==> src/rtl/mold_pkg.sv <==
// Shared widths, assembly state and record layout for the MoldUDP64 message
// assembler and its output slot.
package mold_pkg;
    localparam int AXI_DATA_W = 64;
    localparam int AXI_KEEP_W = AXI_DATA_W / 8;
    localparam int ML_W       = 16;
    localparam int SID_W      = 80;
    localparam int SEQ_NUM_W  = 64;
    localparam int MSG_MAX_B  = 64;
    localparam int DROP_CNT_W = 16;

    typedef enum logic {
        IDLE,
        ASM
    } asm_state_t;

    typedef struct packed {
        logic [8*MSG_MAX_B-1:0] data;
        logic [ML_W-1:0]        len;
        logic                   trunc;
        logic [SID_W-1:0]       sid;
        logic [SEQ_NUM_W-1:0]   seq_num;
    } mold_rec_t;
endpackage

==> src/rtl/mold_msg_obuf.sv <==
// Single-entry record slot with valid/ready; a load is accepted when the slot
// is empty or draining this cycle, otherwise it is flagged as dropped.
module mold_msg_obuf
    import mold_pkg::*;
(
    input  logic      clk,
    input  logic      nreset,
    input  logic      load,
    input  mold_rec_t rec_in,
    input  logic      ready,
    output logic      vld,
    output mold_rec_t rec,
    output logic      drop
);
    logic      vld_p1;
    mold_rec_t rec_p1;
    logic      take;

    assign take = !vld_p1 || ready;
    assign drop = load && !take;

    // slot register
    always_ff @(posedge clk) begin
        if (nreset) begin
            vld_p1 <= 1'b0;
            rec_p1 <= '0;
        end else if (load && take) begin
            vld_p1 <= 1'b1;
            rec_p1 <= rec_in;
        end else if (vld_p1 && ready) begin
            vld_p1 <= 1'b0;
        end
    end

    assign vld = vld_p1;
    assign rec = rec_p1;
endmodule

==> src/rtl/mold_msg_asm.sv <==
// Assembles the parser's per-beat message stream into byte-0-aligned records
// and hands them to the decoder through a one-entry slot with counted drops.
module mold_msg_asm
    import mold_pkg::*;
(
    input  logic                    clk,
    input  logic                    nreset,
    input  logic                    mold_msg_v_i,
    input  logic                    mold_msg_start_i,
    input  logic [ML_W-1:0]         mold_msg_len_i,
    input  logic [SID_W-1:0]        mold_msg_sid_i,
    input  logic [SEQ_NUM_W-1:0]    mold_msg_seq_num_i,
    input  logic [AXI_KEEP_W-1:0]   mold_msg_mask_i,
    input  logic [AXI_DATA_W-1:0]   mold_msg_data_i,
    output logic                    msg_v_o,
    input  logic                    msg_ready_i,
    output logic [8*MSG_MAX_B-1:0]  msg_data_o,
    output logic [ML_W-1:0]         msg_len_o,
    output logic                    msg_trunc_o,
    output logic [SID_W-1:0]        msg_sid_o,
    output logic [SEQ_NUM_W-1:0]    msg_seq_num_o,
    output logic                    proto_err_o,
    output logic [DROP_CNT_W-1:0]   drop_cnt_o
);
    localparam int KW    = $clog2(AXI_KEEP_W);
    localparam int MSG_W = 8 * MSG_MAX_B;

    asm_state_t             state;
    logic [ML_W-1:0]        cnt, len_r, base, len_eff, cnt_n;
    logic [SID_W-1:0]       sid_r;
    logic [SEQ_NUM_W-1:0]   seq_r;
    logic [MSG_W-1:0]       asm_buf, asm_buf_n;
    logic [KW:0]            n_bytes;
    logic                   start, cont, beat, complete, err_c, drop;
    logic                   proto_err_r;
    logic [DROP_CNT_W-1:0]  drop_cnt_r;
    mold_rec_t              rec_n, rec_q;

    function automatic logic [ML_W-1:0] sat_add_cnt(input logic [ML_W-1:0] a,
                                                     input logic [KW:0] b);
        logic [ML_W:0] s;
        s = {1'b0, a} + {{(ML_W-KW){1'b0}}, b};
        return s[ML_W] ? {ML_W{1'b1}} : s[ML_W-1:0];
    endfunction

    function automatic logic [DROP_CNT_W-1:0] sat_inc(input logic [DROP_CNT_W-1:0] a);
        return (&a) ? a : a + DROP_CNT_W'(1);
    endfunction

    always_comb begin
        n_bytes = '0;
        for (int i = 0; i < AXI_KEEP_W; i++)
            n_bytes = n_bytes + (KW+1)'(mold_msg_mask_i[i]);
    end

    assign start    = mold_msg_v_i && mold_msg_start_i;
    assign cont     = mold_msg_v_i && !mold_msg_start_i && (state == ASM);
    assign beat     = start || cont;
    assign err_c    = (start && state == ASM) ||
                      (mold_msg_v_i && !mold_msg_start_i && state == IDLE);
    assign base     = start ? '0 : cnt;
    assign len_eff  = start ? mold_msg_len_i : len_r;
    assign cnt_n    = sat_add_cnt(base, n_bytes);
    assign complete = beat && (cnt_n >= len_eff);

    // Each stored byte k takes beat lane k-base; lanes past the mask, the
    // message length or the buffer end never land.
    always_comb begin
        asm_buf_n = start ? '0 : asm_buf;
        for (int k = 0; k < MSG_MAX_B; k++) begin
            int signed rel;
            rel = k - int'(base);
            if (beat && rel >= 0 && rel < int'(n_bytes) && k < int'(len_eff))
                asm_buf_n[8*k +: 8] = mold_msg_data_i[{rel[KW-1:0], 3'b000} +: 8];
        end
    end

    always_comb begin
        rec_n.data    = asm_buf_n;
        rec_n.len     = len_eff;
        rec_n.trunc   = len_eff > ML_W'(MSG_MAX_B);
        rec_n.sid     = start ? mold_msg_sid_i : sid_r;
        rec_n.seq_num = start ? mold_msg_seq_num_i : seq_r;
    end

    // assembly state
    always_ff @(posedge clk) begin
        if (nreset) begin
            state       <= IDLE;
            cnt         <= '0;
            len_r       <= '0;
            sid_r       <= '0;
            seq_r       <= '0;
            asm_buf     <= '0;
            proto_err_r <= 1'b0;
            drop_cnt_r  <= '0;
        end else begin
            proto_err_r <= err_c;
            if (beat) begin
                asm_buf <= asm_buf_n;
                cnt     <= cnt_n;
                state   <= complete ? IDLE : ASM;
            end
            if (start) begin
                len_r <= mold_msg_len_i;
                sid_r <= mold_msg_sid_i;
                seq_r <= mold_msg_seq_num_i;
            end
            if (drop)
                drop_cnt_r <= sat_inc(drop_cnt_r);
        end
    end

    mold_msg_obuf u_obuf (
        .clk    (clk),
        .nreset (nreset),
        .load   (complete),
        .rec_in (rec_n),
        .ready  (msg_ready_i),
        .vld    (msg_v_o),
        .rec    (rec_q),
        .drop   (drop)
    );

    assign msg_data_o    = rec_q.data;
    assign msg_len_o     = rec_q.len;
    assign msg_trunc_o   = rec_q.trunc;
    assign msg_sid_o     = rec_q.sid;
    assign msg_seq_num_o = rec_q.seq_num;
    assign proto_err_o   = proto_err_r;
    assign drop_cnt_o    = drop_cnt_r;
endmodule

==> config.mk <==
export PLATFORM = sky130hd
export DESIGN_NAME = mold_msg_asm
export DESIGN_NICKNAME = d
export VERILOG_FILES = /design/src/rtl/mold_pkg.sv /design/src/rtl/mold_msg_obuf.sv /design/src/rtl/mold_msg_asm.sv
export SDC_FILE = /design/constraint.sdc
export NUM_CORES = 2
export LEC_CHECK = 0
export BUFFER_PORTS_ARGS = -buffer_cell sky130_fd_sc_hd__buf_4
export CORE_UTILIZATION = 48
export DETAILED_ROUTE_END_ITERATION = 8
export HOLD_SLACK_MARGIN = 0.02
export PLACE_DENSITY = 0.72
export SYNTH_ARGS = -nofsm -noshare
export SYNTH_HDL_FRONTEND = slang
export SYNTH_SLANG_ARGS = --single-unit
export TNS_END_PERCENT = 20
==> constraint.sdc <==
create_clock -name clk -period 29.7 [get_ports clk]
set_input_delay 8.91 -clock clk [delete_from_list [all_inputs] [get_ports clk]]
set_output_delay 8.91 -clock clk [all_outputs]
set_load 0.02 [all_outputs]
==> results.txt <==
The initial standard-cell utilization of the core is 48.4%. After filler insertion, the fill cell instance count of the layout stands at 11200. The max-slew violation count came to 0. The number of standard cells in the final layout excluding fillers is 9323. The number of synthesized flops with an enable pin is 0. The HPWL reported at the end of detailed placement came out at 200000 um.

The area of all placed cells without fillers is 0.0749 sq mm. The TritonCTS clock tree is yes. The type of the setup path with the least slack is input pin to flip-flop.

The final-layout setup total negative slack is 0 ns. The number of instances resized during post-cts repair came out at 0. The tightest min-delay check is of the flip-flop to flip-flop type. The congestion estimate from routability-driven global placement came to 1.07. Of all cell types, the one taking the most synthesized area is dfxtp_1.

The total instance count after detailed placement came out at 9052. The worst setup path is launched from an input pin. The row count is 131. The internal power of the cells totals about 3.3 mW. The cell area that synthesis handed to floorplanning was 0.0617 sq mm.

The total of max-cap violations came out at 0. The area of the die came out at 0.130 sq mm. The area growth from synthesis to final layout came out at 21.5%. On the critical path, the stage with the largest delay is an instance of nand4_1. The cell at the root of the clock tree is clkbuf_16.

Setup repair after global routing left no endpoint under its margin. The worst-margin pin slew came out at 1.32 ns. The number of nets in the layout came out at between 7000 and 8000. The ratio of cells with drive above 1 in the final layout came out at 21.8%. The number of global-route vias before repair is 55100. The number of hold violations in the final report is 0. At the later pin of the worst-skew pair, clock insertion delay measures around 0.84 ns. The total number of clock tree sinks is 1380.

The iteration count of the initial detailed-routing pass came out at 8. The number of buffers created by CTS is 143. The number of nets still failing antenna checks after routing came out at 0.

The post-synthesis instance total came out at 6890. In this run the tightest slew margin relative to its limit is 11.0%. Ranked by total cell area, the synthesized netlist is headed by dfxtp_1 45%, mux2i_1 7.3%, nor2_1 5.2%, nand2_1 4.1%, a211oi_1 4.0%. The clock network accounts for between 30 and 40% of the total power. The commonest cells after synthesis are 1380 x dfxtp_1, 854 x nor2_1, 676 x nand2_1, 484 x clkbuf_1, 451 x mux2i_1. The chip width is 360 um. In this design, the critical path's most frequently occurring cell is fa_1. The clock slew seen by the registers of the worst setup and hold paths is 0.06 ns. Sequential cells burn 40.2% of the power.

Based on the critical path, the design can be clocked at up to 54.0 MHz. Averaged over all synthesized cells, the footprint is 8.95 sq um. The run finished with clean final reports. Grouping stages by cell kind, the critical path spends the most delay in adder cells. The setup fix buffers added after clock tree synthesis came out at 0.

The most used flip-flop cell after synthesis is dfxtp_1. The initial antenna violation count came to 37. The initial DRC count came out at 6766. The largest net degree at the start of global routing is approximately 210. The number of warnings reported in the yosys synthesis log came out at 0. The routed design has 279000 um of wire. The clock arrives with 0.0698 ns of skew. The sum of overflow across all layers after global routing is 0. Across the VDD grid, the largest voltage drop is slightly above 0.06 mV.

The count of cell types in the netlist is 95. The most common cell in the synthesized netlist is dfxtp_1. STA classifies the critical path endpoint as a flip-flop. The cell area after placement came out at about 0.070 sq mm. For this design, the CTS-stage hold fixing added 0 buffers. Counting every net in the synthesized netlist gives 7210.

The fraction of power spent switching nets is 31.8%. The die span in y is roughly 360 um. The first global-routing pass estimated between 300000 and 400000 um of wire. The count of final setup violators came out at 0. The final critical path time including I/O delays and setup came out at around 19 ns. Sequential elements use between 40 and 50% of the synthesized area. In this run the power density over the cells is 63.8 mW/mm^2. After detailed routing, the number of remaining DRC violations is 0.

The arrival time at the worst endpoint came out at 19.22 ns. The number of top-level pins came out at 928. The H-tree generated during clock tree synthesis spans 4 levels. On the worst path, the slowest cell contributes a delay of 0.95 ns. The highest fanout seen on the critical path is 198. The via density per instance came out at around 6.3. The data required time of the critical path is 30.41 ns. Together, buffers and inverters on the worst path number 7. In this run the standard cell core region covers about 0.13 sq mm. The maximum clock path buffer count is 3. The combinational fraction of design power is 20.7%. The post-route clock period utilization came out at 62.3%.

The routed via count is 59000. The total routing usage reported by global routing is 41.2%. The fraction of registers with async set or reset after synthesis came out at 0%.

Dividing the detail-routed wire length by the instance count gives 29.9 um. The share of the core filled with cells in the final layout came out at 58.8%. The number of flip-flops and latches in the synthesized netlist is 1380. The area share of the leading cell type in the synthesized netlist is between 40% and 50%. The power dissipated by switching net loads is 1.52 mW. The count of buffers added on input and output ports is 927.

For this design the static power due to leakage is slightly below 30 nW.
## final cells by class
type / instances / area (sq um) / area share [%]
Multi-Input combinational cell: 4824 / 31600 / 42.2
Sequential cell: 1380 / 27600 / 36.9
Timing Repair Buffer: 1092 / 8270 / 11.0
Clock buffer: 205 / 4200 / 5.61
Tap cell: 1662 / 2080 / 2.78
Clock inverter: 47 / 733 / 0.979
Inverter: 94 / 355 / 0.474
Antenna cell: 19 / 47.5 / 0.0635
## worst reg2reg max path, delay by kind of cell (launching register included)
kind / cells / cell delay, ns
DFF: 1 / 0.53
muxes: 1 / 0.17
adders and majority gates: 2 / 0.52
AOI/OAI and AO/OA: 7 / 3.10
buffers and inverters: 7 / 3.29
and+or+nand+nor: 3 / 1.61
## layout by cell type, fill, tap and decap left out, types with 48 or more instances in the layout
cell type | netlist | layout
a211oi_1 | 325 | 322
a21oi_1 | 236 | 232
a221o_1 | 161 | 161
and2_1 | 131 | 130
and3_1 | 59 | 59
buf_4 | 7 | 1086
clkbuf_16 | 0 | 143
dfxtp_1 | 1380 | 1375
ha_1 | 78 | 75
inv_1 | 84 | 84
mux2_2 | 183 | 183
mux2i_1 | 451 | 448
nand2_1 | 676 | 675
nand2b_1 | 96 | 96
nand3_1 | 239 | 239
nand4_1 | 58 | 58
nor2_1 | 854 | 851
nor3_1 | 177 | 175
o211ai_1 | 50 | 50
o21ai_0 | 320 | 319
xnor2_1 | 48 | 48
## logic make-up (layout without fill, tap and decap cells)
logic type | count (synthesis) | count (layout) | synth area share [%]
buffers and inverters | 686 | 1438 | 4.39
muxes | 680 | 680 | 12.3
other | 0 | 19 | 0
adders and majority gates | 83 | 83 | 1.74
and+or+nand+nor | 2497 | 2497 | 18.7
AOI/OAI and AO/OA | 1509 | 1509 | 17.2
DFF | 1380 | 1380 | 44.8
xor gates and xnor gates | 55 | 55 | 0.793
## state kept, by name, indices dropped and copies added (netlist names), 16 cells and up
signal / count
drop_cnt_o: 16
sid_r: 80
len_r: 16
seq_r: 64
u_obuf.rec: 673
asm_buf: 512
cnt: 16
## worst paths after layout
check / start / end / slack (ns) / depth (start not counted)
worst max-delay path: mold_msg_mask_i[0] / u_obuf.rec[424] / 11.19 / 26
worst min-delay path: asm_buf[46] / u_obuf.rec[207] / 0.44 / 1
worst max register to register: cnt[5] / u_obuf.rec[424] / 20.38 / 20
worst min register to register: asm_buf[46] / u_obuf.rec[207] / 0.44 / 1
## routing by layer
| layer | track usage, % | part of all wire (%) | up-vias |
|---|---|---|---|
| met3 | 13.0 | 11 | 819 |
| met2 | 63.2 | 44 | 3297 |
| met5 | 0 | 0.086 | - |
| li1 | - | - | 26000 |
| met1 | 50.4 | 39 | 28800 |
| met4 | 25.1 | 6.8 | 36 |
## power groups by stage
stage	Sequential (mW)	Combinational [mW]	Clock, mW
floorplan	1.98	0.482	0
global placement	1.96	0.947	0
detailed placement	1.96	0.949	0
CTS	1.92	0.952	1.88
global route	1.92	1.01	1.96
finish	1.92	0.990	1.87
## per-stage QoR
| step | hold slack (ns) | power (mW) | setup slack (ns) |
|---|---|---|---|
| 5_1_grt | 0.474 | 4.89 | 10.48 |
| 6_report | 0.442 | 4.78 | 11.19 |
| 3_5_place_dp | 0.444 | 2.91 | 10.66 |
| 2_1_floorplan | 0.435 | 2.46 | 14.13 |
| 4_1_cts | 0.443 | 4.75 | 11.50 |
| 3_3_place_gp | 0.440 | 2.90 | 10.64 |
No activity file was read; power rests on OpenSTA's default activity.
